`src/rtl/pulse_chain_gen.sv`:
```
// Purpose : multi-rate tick generator; a prescaler makes a base tick and a chain
//           of modulo-STAGE_DIV digit counters makes progressively slower pulses.
// Latency : all outputs registered; pulses and digit updates appear on the same
//           edge as the carry that causes them.
// Backpressure: none; en_i low freezes every counter (pause), clr_i restarts.
//
// Ports:
//   clk, rst    - system clock, synchronous active-high reset
//   en_i        - count enable (level)
//   clr_i       - synchronous restart, same effect as rst
//   oneshot_i   - stop after first top-stage pulse when high
//   pulse_o     - bit k is a one-cycle pulse every BASE_DIV*STAGE_DIV^k cycles
//   digits_o    - slice k is the stage-k digit (count of pulse_o[k] mod STAGE_DIV)
//   running_o   - high while armed, low once a one-shot run has completed
module pulse_chain_gen #(
  parameter int BASE_DIV   = 100_000_000,
  parameter int STAGE_DIV  = 10,
  parameter int NUM_STAGES = 2
) (
  input  logic                                         clk,
  input  logic                                         rst,
  input  logic                                         en_i,
  input  logic                                         clr_i,
  input  logic                                         oneshot_i,
  output logic [NUM_STAGES-1:0]                        pulse_o,
  output logic [NUM_STAGES*$clog2(STAGE_DIV)-1:0]      digits_o,
  output logic                                         running_o
);

  localparam int PW = $clog2(BASE_DIV);
  localparam int DW = $clog2(STAGE_DIV);

  localparam logic [PW-1:0] PRE_TOP = PW'(BASE_DIV - 1);
  localparam logic [DW-1:0] DIG_TOP = DW'(STAGE_DIV - 1);

  typedef enum logic {
    ST_RUN  = 1'b0,
    ST_STOP = 1'b1
  } state_t;

  state_t                         state_q,   state_nxt;
  logic [PW-1:0]                  pre_cnt,   pre_nxt;
  logic [NUM_STAGES-1:0][DW-1:0]  dig,       dig_nxt;
  logic [NUM_STAGES-1:0]          pulse_q,   pulse_nxt;
  logic                           carry;

  // Next-state logic: clr_i beats advance; hold keeps counters but drops pulses.
  always_comb begin
    state_nxt = state_q;
    pre_nxt   = pre_cnt;
    dig_nxt   = dig;
    pulse_nxt = '0;
    carry     = 1'b0;

    if (clr_i) begin
      state_nxt = ST_RUN;
      pre_nxt   = '0;
      dig_nxt   = '0;
    end else if (state_q == ST_RUN && en_i) begin
      carry   = (pre_cnt == PRE_TOP);
      pre_nxt = carry ? '0 : pre_cnt + PW'(1);

      // Ripple the carry through the digit chain; every stage that receives a
      // carry pulses, so simultaneous pulses on several bits are expected.
      for (int k = 0; k < NUM_STAGES; k++) begin
        pulse_nxt[k] = carry;
        if (carry) begin
          dig_nxt[k] = (dig[k] == DIG_TOP) ? '0 : dig[k] + DW'(1);
        end
        carry = carry && (dig[k] == DIG_TOP);
      end

      // oneshot_i only matters on the edge that produces the top pulse.
      if (pulse_nxt[NUM_STAGES-1] && oneshot_i) begin
        state_nxt = ST_STOP;
      end
    end
  end

  always_ff @(posedge clk) begin
    if (rst) begin
      state_q <= ST_RUN;
      pre_cnt <= '0;
      dig     <= '0;
      pulse_q <= '0;
    end else begin
      state_q <= state_nxt;
      pre_cnt <= pre_nxt;
      dig     <= dig_nxt;
      pulse_q <= pulse_nxt;
    end
  end

  assign pulse_o   = pulse_q;
  assign digits_o  = dig;
  assign running_o = (state_q == ST_RUN);

endmodule

```
`config.mk`:
```
export PLATFORM = sky130hd
export DESIGN_NAME = pulse_chain_gen
export DESIGN_NICKNAME = d
export VERILOG_FILES = /design/src/rtl/pulse_chain_gen.sv
export SDC_FILE = /design/constraint.sdc
export NUM_CORES = 1
export LEC_CHECK = 0
export BUFFER_PORTS_ARGS = -buffer_cell sky130_fd_sc_hd__buf_2
export CAP_MARGIN = 20
export CORE_ASPECT_RATIO = 2
export CORE_UTILIZATION = 55
export DETAILED_ROUTE_END_ITERATION = 16
export GPL_ROUTABILITY_DRIVEN = 0
export PLACE_DENSITY_LB_ADDON = 0.05
export SLEW_MARGIN = 15
export SYNTH_ARGS = -nofsm -noshare
export SYNTH_HDL_FRONTEND = slang
export SYNTH_SLANG_ARGS = --single-unit
```
`constraint.sdc`:
```
create_clock -name clk -period 2.6 [get_ports clk]
set_clock_uncertainty 0.1 [all_clocks]
set_input_delay 0 -clock clk [delete_from_list [all_inputs] [get_ports clk]]
set_output_delay 0 -clock clk [all_outputs]
set_load 0.01 [all_outputs]
```
Word level (Yosys, flattened, before mapping):

Cells that the tools add are included.

* bits of input ports: 5
* register bits after elaboration: 38
* output and inout bits: 11

* equality and inequality tests: 3
* reduce and logical (&&, ||, !) cells: 8
* multiplexer cells: 3
* bitwise gates (word level): 2
* add/sub/neg operators: 3

Operators by type and width (count)
* 27-bit by 1-bit adder with 27-bit output (second input constant): 1
* 27-bit equality test (second input constant): 1
* 27-bit 2-to-1 mux: 1
* 4-bit by 1-bit adder with 4-bit output (second input constant): 2
* 4-bit equality test (second input constant): 2
* 4-bit 2-to-1 mux: 2
* 2-bit AND reduction: 3
* 1-bit logical AND: 3
* 3-bit OR reduction: 1
* 1-bit NOT: 2
* 2-bit OR reduction: 1

Longest topological paths before layout:

Gate-level depths: netlist of run 1.

* depth after elaboration: 4
* gate-level depth with buffers: 7

Least setup slack after synthesis of run 1:

OpenSTA, ideal clock, no wires.

* path kind: reg2reg
* start: register pre_cnt[17]
* end: register dig, in the netlist digits_o[6]
* required time: 2368 ps
* library setup time: 132 ps
* arrival: 1624 ps
* cell stages (with the launch flop): 6
* setup slack: 744 ps
* cell sequence: dfxtp_1 > nor4b_2 > nand4_4 > or4_4 > o21ai_2 > a21oi_1

* word-level cells in the longest chain between the ends: 3

RTL lines
* start, declared: RTL line 42 `logic [PW-1:0] pre_cnt, pre_nxt;`
* start signal, assigned: RTL line 88 `pre_cnt <= pre_nxt;`
* 27-bit equality test: RTL line 60 `carry = (pre_cnt == PRE_TOP);`
* 1-bit logical AND: RTL line 70 `carry = carry && (dig[k] == DIG_TOP);`
* 2-bit AND reduction (no line)
* end signal, assigned: RTL line 89 `dig <= dig_nxt;`
* end, declared: RTL line 43 `logic [NUM_STAGES-1:0][DW-1:0] dig, dig_nxt;`

Every way passes these cells.
A chain may end at the register's enable or synchronous reset.

Worst setup path in the final report of run 1:

* start: register pre_cnt[18]
* end: register pre_cnt[5]

* word-level cells in the longest chain between the ends: 2

RTL lines
* 27-bit equality test: RTL line 60
* 27-bit 2-to-1 mux: RTL line 61 `pre_nxt = carry ? '0 : pre_cnt + PW'(1);`

Every way passes these cells.

==> results of run 1 <==
[flip-flops by register name (all words and copies together), names as in the netlist]
name / cells
pre_cnt: 27
pulse_o: 2
state_q: 1
digits_o: 8
[per-layer routing]
metal,routed length (µm),vias up
li1,-,772
met1,1566,750
met2,2222,33
met3,115,9
met4,97,0
met5,0,-
[critical path, delay by kind of cell (launching register included)]
family / cells / cell delay (ns)
AOI/OAI and AO/OA: 1 / 0.12
and+or+nand+nor: 4 / 1.05
buffers and inverters: 1 / 0.27
DFF: 1 / 0.41
[cells by family after synthesis]
family                   Yosys count  share of synthesized area [%]
multiplexers                       5                          2.692
XOR/XNOR                          25                          11.78
AO/OA/AOI/OAI                     15                          5.249
buffers and inverters             13                          3.499
flip-flops                        38                          40.92
AND/OR/NAND/NOR                  112                          35.20
adder cells (fa/ha/maj)            1                         0.6728
[cell usage in the layout (no fill, tap or decap), types with 2 or more instances in the layout]
cell,count
nand2_1,12
dlygate4sd3_1,3
a31oi_1,2
nand3_1,13
o31ai_1,2
nand4_4,2
or2_2,2
nor2_1,35
xnor2_1,20
buf_4,3
bufinv_16,2
clkbuf_8,6
dfxtp_1,38
nor3_1,13
xor2_1,5
and4_1,3
nor2b_1,3
a21oi_1,6
mux2i_1,5
inv_1,7
buf_2,15
nor4b_2,2
o21ai_2,2
nand4_1,6
and2_1,3
nor4_1,9
[final timing paths]
check                           slack (ns)  cells after the start         from           to
worst max-delay path                  0.52                      6  pre_cnt[18]   pre_cnt[5]
worst max register to register        0.52                      6  pre_cnt[18]   pre_cnt[5]
worst min register to register        0.40                      2  digits_o[6]  digits_o[6]
worst min-delay path                  0.07                      3        clr_i  digits_o[7]
[cells in the mapped netlist (all sizes together)]
cell    count  area share [%]
a31oi       2            0.67
inv         7             1.4
o31ai       2            0.81
nand4       9             5.0
buf         4             1.7
or2         3             1.0
or4         1            0.61
nor4b       3             2.9
dfxtp      38              41
nor3       13             3.5
nor3b       1            0.40
xnor2      20             9.4
ha          1            0.67
and3        1            0.34
nor4       10             4.2
and2        3             1.0
mux2i       5             2.7
nor2b       3             1.0
nand3      13             3.5
and4b       1            0.54
nand2b      1            0.34
o21ai       3             1.2
o21a        1            0.40
nand2      12             2.4
a32o        1            0.54
xor2        5             2.4
a21oi       6             1.6
nor2       35             7.1
clkbuf      2            0.40
and4        3             1.4
[per-stage QoR]
step	total power [µW]	worst slack (ns)
final	1228	0.5222
after global routing	1260	0.3430
after CTS	1238	0.5162
after detailed placement	618.6	0.5491
after global placement	618.0	0.5957
after floorplan	611.8	0.7442
[layout make-up]
class	instances	area [µm²]
multi-input cells	158	1033
well taps	31	38.79
clock inverters	2	60.06
flip-flops and latches	38	760.7
clock buffers	6	82.58
inverters	7	26.28
repair buffers	21	127.6
fillers	288	1064
[power by group]
group / total (µW) / switching [µW] / leakage [µW] / internal (µW)
combinational: 24.6 / 14.8 / 0.000313 / 9.87
clock: 619 / 210 / 0.0000714 / 409
sequential: 584 / 1.60 / 0.000306 / 583
total: 1230 / 226 / 0.000690 / 1000
==> flow_summary.json, run 1 <==
{
  "hold_class": "input pin to flip-flop",
  "met3_usage_pct": 4.946,
  "grt_pass1_vias": 1537,
  "cts_max_path_buffers": 2,
  "hold_viol": 0,
  "start_util_pct": 58.23,
  "synth_cell_types": 38,
  "outcome": "finished clean",
  "syn-cell-area_um2": 1859,
  "place_inst": 252,
  "grt_pass1_wl_mm": 6.906,
  "drt_iter0_drc": 45,
  "ios": 16,
  "vdd_drop_max_uv": 511.4,
  "h-tree-depth": 2,
  "final_antenna_net_count": 0,
  "antennaDiodeCount": 0,
  "rsz0062_at_grt": "no",
  "cts_sinks": 38,
  "powerDensity_nw_per_um2": 576.5,
  "cts-root-buf": "clkbuf_8",
  "synth_seq_cells": 38,
  "drt_wl_total_mm": 4.003,
  "clkTransAtPathRegs_ns": 0.08,
  "path_max_fanout": 23,
  "design_area_um2": 2130,
  "synth-seq-area-share_pct": 40.92,
  "drive_gt1_share_pct": 16.38,
  "place_area_um2": 1957,
  "wl_per_cell_um": 15.22,
  "cts_buffers": 5,
  "syn_avg_cell_area_um2": 8.896,
  "min_period_over_period_pct": 79.91,
  "route.vias.total": 1564,
  "slew_violations": 0,
  "grt_use_met2_pct": 43.55,
  "slew_headroom_pct": 68.42,
  "dp.final_hpwl_mm": 2.855,
  "clock.fmax_mhz": 481.3,
  "drv_cap": 0,
  "crit_chain": "nor4b_2 -> nand4_4 -> or2_1 -> o21ai_2 -> buf_4 -> nor2_1",
  "top_usage_layer": "met2",
  "ctsResizeCount": 0,
  "port-buffer-count": 15,
  "cp_slowest_cell": "dfxtp_1",
  "cpPeakStageDelay_ns": 0.41,
  "antenna_found_initial": 0,
  "die-area_um2": 3631,
  "grt_util_all_layers_pct": 24.40,
  "drcViolationCount": 0,
  "drtPass1Iterations": 4,
  "grt_overflow": 0,
  "area_delta_synth_final_pct": 14.54,
  "fp.coreArea_um2": 3193,
  "grtUsageMet1_pct": 26.93,
  "final_net_count": 237,
  "cp-end-kind": "flip-flop",
  "stdcell_count": 263,
  "viasPerCell": 5.947,
  "rows": 29,
  "syn_inst": 209,
  "die_h_um": 84.23,
  "final.setup.tns_ns": 0,
  "worst_pin_slew_ns": 0.4725,
  "cts_hold_buf": 3,
  "final-setup-viol-count": 0,
  "cts_tree": "done",
  "grt_max_degree": 24,
  "timing.hold.ws_ns": 0.06565,
  "clk_latency_ns": 0.30,
  "syn-num-nets": 215,
  "die_x_um": 43.11,
  "min_period_ns": 2.078,
  "cp-start-kind": "flip-flop",
  "critPathKind": "flip-flop to flip-flop",
  "crit_required_ns": 2.67,
  "final_util_pct": 66.69,
  "critPathArrivalTime_ns": 2.15,
  "power.leakage_uw": 0.0006902,
  "synth.yosys.warnings": 0,
  "post_cts_buffers": 0
}
No activity file was read; power rests on OpenSTA's default activity.
==> run 2, diff against run 1 <==
--- a/config.mk
+++ b/config.mk
@@ -8,7 +8,7 @@
 export BUFFER_PORTS_ARGS = -buffer_cell sky130_fd_sc_hd__buf_2
 export CAP_MARGIN = 20
 export CORE_ASPECT_RATIO = 2
-export CORE_UTILIZATION = 55
+export CORE_UTILIZATION = 52
 export DETAILED_ROUTE_END_ITERATION = 16
 export GPL_ROUTABILITY_DRIVEN = 0
 export PLACE_DENSITY_LB_ADDON = 0.05
==> constraint.sdc (replaced) <==
create_clock -name clk -period 1.83 [get_ports clk]
set_clock_uncertainty 0.1 [all_clocks]
set_input_delay 0 -clock clk [delete_from_list [all_inputs] [get_ports clk]]
set_output_delay 0 -clock clk [all_outputs]
set_load 0.01 [all_outputs]
==> run 2 against run 1 <==
Worst hold slack improved by 0.020 ns. Maximum frequency is 17% higher. Register-to-register slack got worse by 0.48 ns. Highest routed layer unchanged. Critical path depth unchanged.
==> flow_summary.json, run 2 (same netlist as run 1, synthesis figures left out) <==
{
  "outcome": "finished clean",
  "largest_reg_flops": 27,
  "rows": 30,
  "crit_required_ns": 1.89,
  "cts_max_path_buffers": 2,
  "drtPass1Iterations": 4,
  "design_area_um2": 2477,
  "grt_pass1_wl_mm": 7.245,
  "antennaDiodeCount": 0,
  "drt_wl_total_mm": 4.388,
  "cpPeakStageDelay_ns": 0.33,
  "antenna_found_initial": 0,
  "drive_gt1_share_pct": 32.71,
  "cts_buffers": 5,
  "path_max_fanout": 6,
  "final_antenna_net_count": 0,
  "final_common_cell": "dfxtp_1",
  "drv_cap": 0,
  "grt_max_degree": 24,
  "cts_tree": "done",
  "cts_sinks": 38,
  "min_period_ns": 1.783,
  "cp-end-kind": "flip-flop",
  "wl_per_cell_um": 13.97,
  "rsz0062_at_grt": "yes",
  "grt_overflow": 0,
  "die-area_um2": 3833,
  "crit_chain": "nor4b_4 -> nand4_4 -> buf_4 -> nor4_4 -> mux2i_1 -> a31oi_1",
  "drt_iter0_drc": 26,
  "slew_violations": 0,
  "ios": 16,
  "regMostFlops": "pre_cnt",
  "final.setup.tns_ns": 0,
  "area_delta_synth_final_pct": 33.24,
  "cts-root-buf": "clkbuf_8",
  "final_net_count": 272,
  "final-setup-viol-count": 0,
  "port-buffer-count": 15,
  "route.vias.total": 1690,
  "fp.coreArea_um2": 3416,
  "fill_cells": 265,
  "clk_latency_ns": 0.28,
  "hold_viol": 0,
  "viasPerCell": 5.382,
  "die_x_um": 44.28,
  "start_util_pct": 54.43,
  "drcViolationCount": 0,
  "clkTransAtPathRegs_ns": 0.07,
  "cp_slowest_cell": "dfxtp_1",
  "power.leakage_uw": 0.0008893,
  "cp-start-kind": "flip-flop",
  "timing.hold.ws_ns": 0.08613,
  "hold_class": "input pin to flip-flop",
  "dp.final_hpwl_mm": 3.194,
  "vdd_drop_max_uv": 505.2,
  "grt_util_all_layers_pct": 24.98,
  "slew_headroom_pct": 72.23,
  "mostFrequentLayoutCells": "dfxtp_1 (36), nor2_1 (35), buf_4 (35)",
  "grt_pass1_vias": 1689,
  "die_h_um": 86.57,
  "critPathArrivalTime_ns": 1.84,
  "worst_pin_slew_ns": 0.4151,
  "min_period_over_period_pct": 97.44,
  "critPathKind": "flip-flop to flip-flop",
  "h-tree-depth": 2,
  "powerDensity_nw_per_um2": 564.9,
  "place_area_um2": 2262,
  "clock.fmax_mhz": 560.8
}
[run 2: cell types whose count changed in the layout (fill, tap and decap cells not counted), sizes merged]
cell | before | now
clkbuf | 6 | 7
buf | 18 | 53
bufinv | 2 | 0
[run 2: repair_timing]
item | in CTS | in global routing
buffers inserted | 0 | 2
pin swaps | 3 | 2
endpoints found under the hold margin | 3 | 0
endpoints found under the setup margin | 2 | 33
hold buffers | 3 | 0
resized for setup | 2 | 19
[run 2: final cells by class]
cell class,instances,area [µm²],area share (%)
clock buffers,7,76.32,3.081
inverters,7,26.28,1.061
multi-input cells,158,1132,45.71
flip-flops and latches,38,763.2,30.81
well taps,48,60.06,2.424
repair buffers,56,419.2,16.92
[run 2: metal layers]
| layer | track usage, % | vias up | share of wire, % | wire (µm) |
|---|---|---|---|---|
| met1 | 25.73 | 820 | 38 | 1666 |
| met5 | 0 | - | 0 | 0 |
| met4 | 11.57 | 0 | 2.0 | 87 |
| li1 | - | 841 | - | - |
| met2 | 46.12 | 21 | 58 | 2555 |
| met3 | 4.375 | 8 | 1.8 | 77 |
[run 2: critical path: cells and delay by family, from the launching register on]
| kind | cells | cell delay, ns |
|---|---|---|
| compound gates | 1 | 0.12 |
| mux | 1 | 0.23 |
| flops | 1 | 0.33 |
| buf+inv | 1 | 0.18 |
| simple gates | 3 | 0.70 |
[run 2: where the power goes]
group	internal, µW	leakage (µW)	total, µW	switching, µW
Combinational	19.6	0.000544	43.1	23.5
Clock	262	0.0000383	527	265
Sequential	828	0.000307	829	0.959
[run 2: per-stage QoR]
step                      cells  worst slack [ns]  util (%)  total power (µW)
final                       314           0.04687     72.53              1399
after global routing        314          -0.01540     72.53              1455
after CTS                   312         -0.001446     69.56              1412
after detailed placement    302          -0.06793     66.23             884.1
after global placement      302          -0.04737     66.23             882.9
after floorplan             209          0.008334         -             869.2
[run 2: worst paths after layout]
path	from	to	slack [ns]	depth (start not counted)
worst min register to register	digits_o[6]	digits_o[6]	0.40	2
worst max-delay path	pre_cnt[25]	digits_o[7]	0.05	6
worst min-delay path	clr_i	pre_cnt[18]	0.09	3
worst max register to register	pre_cnt[25]	digits_o[7]	0.05	6
